===== src/rtl/imem_loader.sv =====
// Instruction-memory loader: assembles little-endian 32-bit words from a
// byte stream, writes them to consecutive addresses from 0, and holds the
// processor core in reset until the whole program has been written.
module imem_loader #(
    parameter int unsigned DATA_WIDTH = 32,
    parameter int unsigned ADDR_WIDTH = 6
) (
    input  logic                  CLK,
    input  logic                  RST,
    input  logic                  start,
    input  logic                  byte_valid,
    input  logic [7:0]            byte_data,
    output logic                  byte_ready,
    output logic                  wr_en,
    output logic [ADDR_WIDTH-1:0] wr_addr,
    output logic [DATA_WIDTH-1:0] wr_data,
    output logic                  core_hold,
    output logic                  done,
    output logic                  error,
    output logic [ADDR_WIDTH:0]   word_count
);

    localparam int unsigned Depth = 2 ** ADDR_WIDTH;
    // Wide enough for N = 256 and for word_count, whichever is larger.
    localparam int unsigned NW = (ADDR_WIDTH + 1 > 9) ? ADDR_WIDTH + 1 : 9;

    typedef enum logic [2:0] {
        StIdle,
        StHdr,
        StData,
        StWrite,
        StDone,
        StErr
    } state_e;

    state_e                state_q, state_d;
    logic [ADDR_WIDTH-1:0] wr_addr_q, wr_addr_d;
    logic [DATA_WIDTH-1:0] wr_data_q, wr_data_d;
    logic [ADDR_WIDTH:0]   word_count_q, word_count_d;
    logic [NW-1:0]         n_q, n_d;
    logic [1:0]            byte_idx_q, byte_idx_d;

    logic          xfer;
    logic [NW-1:0] hdr_n;
    logic          too_many;
    logic          last_word;

    // Handshake and state-decoded status outputs.
    always_comb begin
        byte_ready = (state_q == StHdr) || (state_q == StData);
        wr_en      = (state_q == StWrite);
        done       = (state_q == StDone);
        error      = (state_q == StErr);
        core_hold  = (state_q != StDone);
        wr_addr    = wr_addr_q;
        wr_data    = wr_data_q;
        word_count = word_count_q;
        xfer       = byte_valid && byte_ready;
        hdr_n      = NW'(byte_data) + NW'(1);
        too_many   = (32'(hdr_n) > Depth);
        last_word  = ((NW'(word_count_q) + NW'(1)) == n_q);
    end

    // Next-state logic for the load sequencer and its datapath registers.
    always_comb begin
        state_d      = state_q;
        wr_addr_d    = wr_addr_q;
        wr_data_d    = wr_data_q;
        word_count_d = word_count_q;
        n_d          = n_q;
        byte_idx_d   = byte_idx_q;

        unique case (state_q)
            StIdle: begin
                if (start) state_d = StHdr;
            end
            StHdr: begin
                if (xfer) begin
                    n_d = hdr_n;
                    if (too_many) begin
                        state_d = StErr;
                    end else begin
                        state_d      = StData;
                        wr_addr_d    = '0;
                        word_count_d = '0;
                        byte_idx_d   = '0;
                    end
                end
            end
            StData: begin
                if (xfer) begin
                    wr_data_d[8*byte_idx_q +: 8] = byte_data;
                    byte_idx_d                   = byte_idx_q + 2'd1;
                    if (byte_idx_q == 2'd3) state_d = StWrite;
                end
            end
            StWrite: begin
                word_count_d = word_count_q + 1'b1;
                // The final address is left in place so it never wraps.
                if (last_word) begin
                    state_d = StDone;
                end else begin
                    wr_addr_d = wr_addr_q + 1'b1;
                    state_d   = StData;
                end
            end
            StDone, StErr: begin
                if (start) state_d = StHdr;
            end
            default: state_d = StIdle;
        endcase
    end

    // State and datapath registers with synchronous reset.
    always_ff @(posedge CLK) begin
        if (RST) begin
            state_q      <= StIdle;
            wr_addr_q    <= '0;
            wr_data_q    <= '0;
            word_count_q <= '0;
            n_q          <= '0;
            byte_idx_q   <= '0;
        end else begin
            state_q      <= state_d;
            wr_addr_q    <= wr_addr_d;
            wr_data_q    <= wr_data_d;
            word_count_q <= word_count_d;
            n_q          <= n_d;
            byte_idx_q   <= byte_idx_d;
        end
    end

endmodule


===== config.mk =====
export PLATFORM = sky130hd
export DESIGN_NAME = imem_loader
export DESIGN_NICKNAME = d
export VERILOG_FILES = /design/src/rtl/imem_loader.sv
export SDC_FILE = /design/constraint.sdc
export NUM_CORES = 1
export LEC_CHECK = 0
export ABC_AREA = 1
export ABC_CLOCK_PERIOD_IN_PS = 2060
export BUFFER_PORTS_ARGS = -buffer_cell sky130_fd_sc_hd__buf_2
export CORE_MARGIN = 2
export CORE_UTILIZATION = 42
export DETAILED_ROUTE_END_ITERATION = 7
export PLACE_DENSITY = 0.65
export SKIP_CTS_REPAIR_TIMING = 1
export SLEW_MARGIN = 20
export SYNTH_ARGS = -nofsm -noshare
export SYNTH_HDL_FRONTEND = slang
export SYNTH_SLANG_ARGS = --single-unit

===== constraint.sdc =====
create_clock -name CLK -period 2.06 [get_ports CLK]
set_clock_uncertainty 0.1 [all_clocks]
set_input_delay 0.103 -clock CLK [delete_from_list [all_inputs] [get_ports CLK]]
set_output_delay 0.103 -clock CLK [all_outputs]
set_load 0.005 [all_outputs]

==> out/metrics.yaml <==
critical_path:
  max_stage_delay_ns: 0.34
  start_kind: "flop"
  r2r_slack_ns: 0.15
  slowest_stage: "dfxtp_1"
  crit_chain: "ha_2, or2_2, nand3_1, nor2_1, nand3_1, nor2_4, nand3_2, nand2_2, or2_1, a21oi_2"
  critPathKind: "reg2reg"
  cp-end-kind: "flop"
  r2r-end: "wr_addr[3]$_SDFFE_PP0P_"
  cp_common_cell: "nand3_1"
  worstPathMaxFanout: 5
  r2r-start: "word_count[0]$_SDFFE_PP0P_"
  r2r_cells: 10
  required_ns: 2.23
  worstPathArrival_ns: 2.08
drt:
  vias_per_cell: 4.865
  first_iter_violations: 125
  wl_per_cell_um: 11.99
  ant_nets: 0
  first_pass_iters: 4
  routed_wl_um: 7196
  drc: 0
  vias: 2919
hold_path:
  hold-path-endpoint: "state_q[0]$_SDFFE_PP0P_"
  hold_path_class: "in2reg"
  min-delay-start: "start"
  min_path_cells: 4
placed_design:
  place_ws_ns: 0.06490
  place_congestion: 0.8461
  hpwl_um: 5388
  portBuffers: 61
  post_dp_cell_area_um2: 3481
  dp.cells: 584
sta:
  fin_crit_sh_pct: 92.57
  setup_viol_count_final: 0
  finalHoldViolCount: 0
  maxSlewHeadroom_pct: 68.54
  report.final.slew_viol_count: 0
  worst_pin_slew_ns: 0.4708
  setup_slack_ns: 0.1530
  tns_ns: 0
  rsz0062_at_grt: "true"
  fin_crit_ns: 1.907
  achievable-frequency_ghz: 0.5244
synth:
  syn_inst: 430
  yosys_warnings: 0
  synth_seq_cells: 59
  avgSynthCellArea_um2: 7.161
  yosysUniqueCellTypes: 38
  synth_area_um2: 3079
  syn_nets: 451
  ys_seq_area_share_pct: 38.36
die:
  start_util_pct: 42.91
  dieArea_um2: 8033
  die_h_um: 89.63
  dieWidth_um: 89.63
  fp-row-count: 31
  core-area_um2: 7176
  num_io_pins: 62
run_status:
  status: "finished clean"
global_route:
  grt_pass1_vias: 2668
  antenna_found_initial: 0
  grt_pass1_wl_um: 11920
  grt_max_degree: 29
  overflow: 0
  grt_util_all_layers_pct: 19.07
pwr:
  power_mw: 3.567
  leakagePower_nw: 1.634
  vdd_drop_max_v: 0.0005427
  p_per_area_nw_per_um2: 964.1
clock_network:
  clk_latency_ns: 0.33
  cts_buffers: 9
  clk_pin_slew_ns: 0.06
  cts_root_buf: "clkbuf_8"
  clock_sink_count: 59
  cts_tree: "done"
  clock_path_buffers: 2
  htreeDepth: 3
finish:
  stdcell_area_um2: 3700
  antenna_cells: 0
  layout-drive-gt1-share_pct: 25.75
  layout.nets: 518
  area_growth_pct: 20.15
  fin_cells: 600
flow_run:
  drv_cap: 0
[final cells by class]
class,instances,area (µm²)
flip-flops and latches,59,1184
clock buffers,13,158.9
repair buffers,70,375.4
fillers,706,3476
well taps,99,123.9
inverters,47,176.4
multi-input cells,310,1647
clock inverters,2,35.03
[placed cells by master (no fill, tap or decap), types with 6 or more instances in the layout]
cell and instances:
nor3_1 20, buf_4 8, ha_1 8, nor2_1 43, or3_1 8, a21oi_1 52, a21oi_2 6, nand3_1 22
nand2_1 84, nand2_2 14, clkbuf_8 11, buf_2 61, o21ai_0 10, nand4_1 7, nor2_2 8, dfxtp_1 57
inv_1 43
[Yosys cell counts]
master | number | area (µm²)
or2_2 | 2 | 12.51
o21ai_0 | 10 | 50.05
nor2_1 | 46 | 172.7
nand3b_1 | 1 | 7.510
or2_1 | 1 | 6.260
nand3_1 | 22 | 110.1
nor3_2 | 1 | 10.01
o21bai_2 | 1 | 11.26
inv_2 | 3 | 11.26
or3_1 | 8 | 50.05
o21ai_2 | 1 | 8.760
nor2_2 | 5 | 31.28
nand4_1 | 7 | 43.79
clkinv_1 | 1 | 3.750
a21oi_1 | 52 | 260.3
o31ai_1 | 1 | 7.510
nand4_2 | 1 | 12.51
nand2_4 | 1 | 11.26
nor2_4 | 3 | 33.78
o21ai_1 | 2 | 10.01
xor2_1 | 4 | 35.03
o21a_1 | 1 | 7.510
dfxtp_1 | 59 | 1181
buf_4 | 1 | 7.510
a31oi_1 | 1 | 6.260
nand3_2 | 1 | 10.01
nand2_1 | 85 | 319.1
clkbuf_1 | 9 | 33.78
a21oi_2 | 6 | 52.55
nand2_2 | 13 | 81.33
ha_1 | 9 | 112.6
clkbuf_8 | 3 | 41.29
nor3_1 | 20 | 100.1
xnor2_1 | 2 | 17.52
inv_1 | 43 | 161.4
nand3_4 | 2 | 35.03
a211oi_1 | 1 | 7.510
buf_2 | 1 | 5.000
[state kept, by name (all words and copies together), names as in the netlist]
signal      count
state_q         3
n_q             9
word_count      7
wr_addr         6
byte_idx_q      2
wr_data        32
[cells by family after synthesis]
group / count (synthesis) / share of synthesized area (%)
and+or+nand+nor: 219 / 34.01
AOI/OAI and AO/OA: 76 / 13.69
buffers and inverters: 61 / 8.573
DFF: 59 / 38.36
adders and majority gates: 9 / 3.657
xor gates and xnor gates: 6 / 1.707
[routing by layer]
layer,wire [µm],track usage [%]
met5,0,0
met4,94,6.242
met3,391,6.764
met2,3261,29.55
met1,3448,24.83
[per-stage QoR]
stage	util (%)	hold slack, ns
after floorplan	-	0.09248
after global placement	48.51	0.2909
after detailed placement	48.51	0.2889
after CTS	51.21	-0.06034
after global routing	51.56	0.01485
final	51.56	0.004262
[worst max-delay path by stage]
stage,start,to,slack (ns),depth (start not counted)
2_1_floorplan,byte_idx_q[0]$_SDFFE_PP0P_,wr_data[24]$_SDFFE_PP0P_,0.02,7
3_3_place_gp,word_count[0]$_SDFFE_PP0P_,state_q[1]$_SDFFE_PP0P_,0.15,12
3_5_place_dp,word_count[0]$_SDFFE_PP0P_,state_q[1]$_SDFFE_PP0P_,0.06,12
4_1_cts,word_count[0]$_SDFFE_PP0P_,state_q[1]$_SDFFE_PP0P_,0.06,12
5_1_grt,word_count[0]$_SDFFE_PP0P_,state_q[1]$_SDFFE_PP0P_,-0.003,14
6_report,word_count[0]$_SDFFE_PP0P_,wr_addr[3]$_SDFFE_PP0P_,0.15,10
[where the power goes]
group,total (mW),switching [mW],internal (mW)
clock,1.05,0.433,0.617
sequential,1.33,0.0791,1.25
combinational,1.19,0.805,0.383
[worst max-delay path, delay by kind of cell, from the launching register on]
kind | cells | cell delay [ns]
adders and majority gates | 1 | 0.29
and+or+nand+nor | 8 | 0.99
DFF | 1 | 0.34
AOI/OAI and AO/OA | 1 | 0.12
Power figures use the tool's default switching activity.
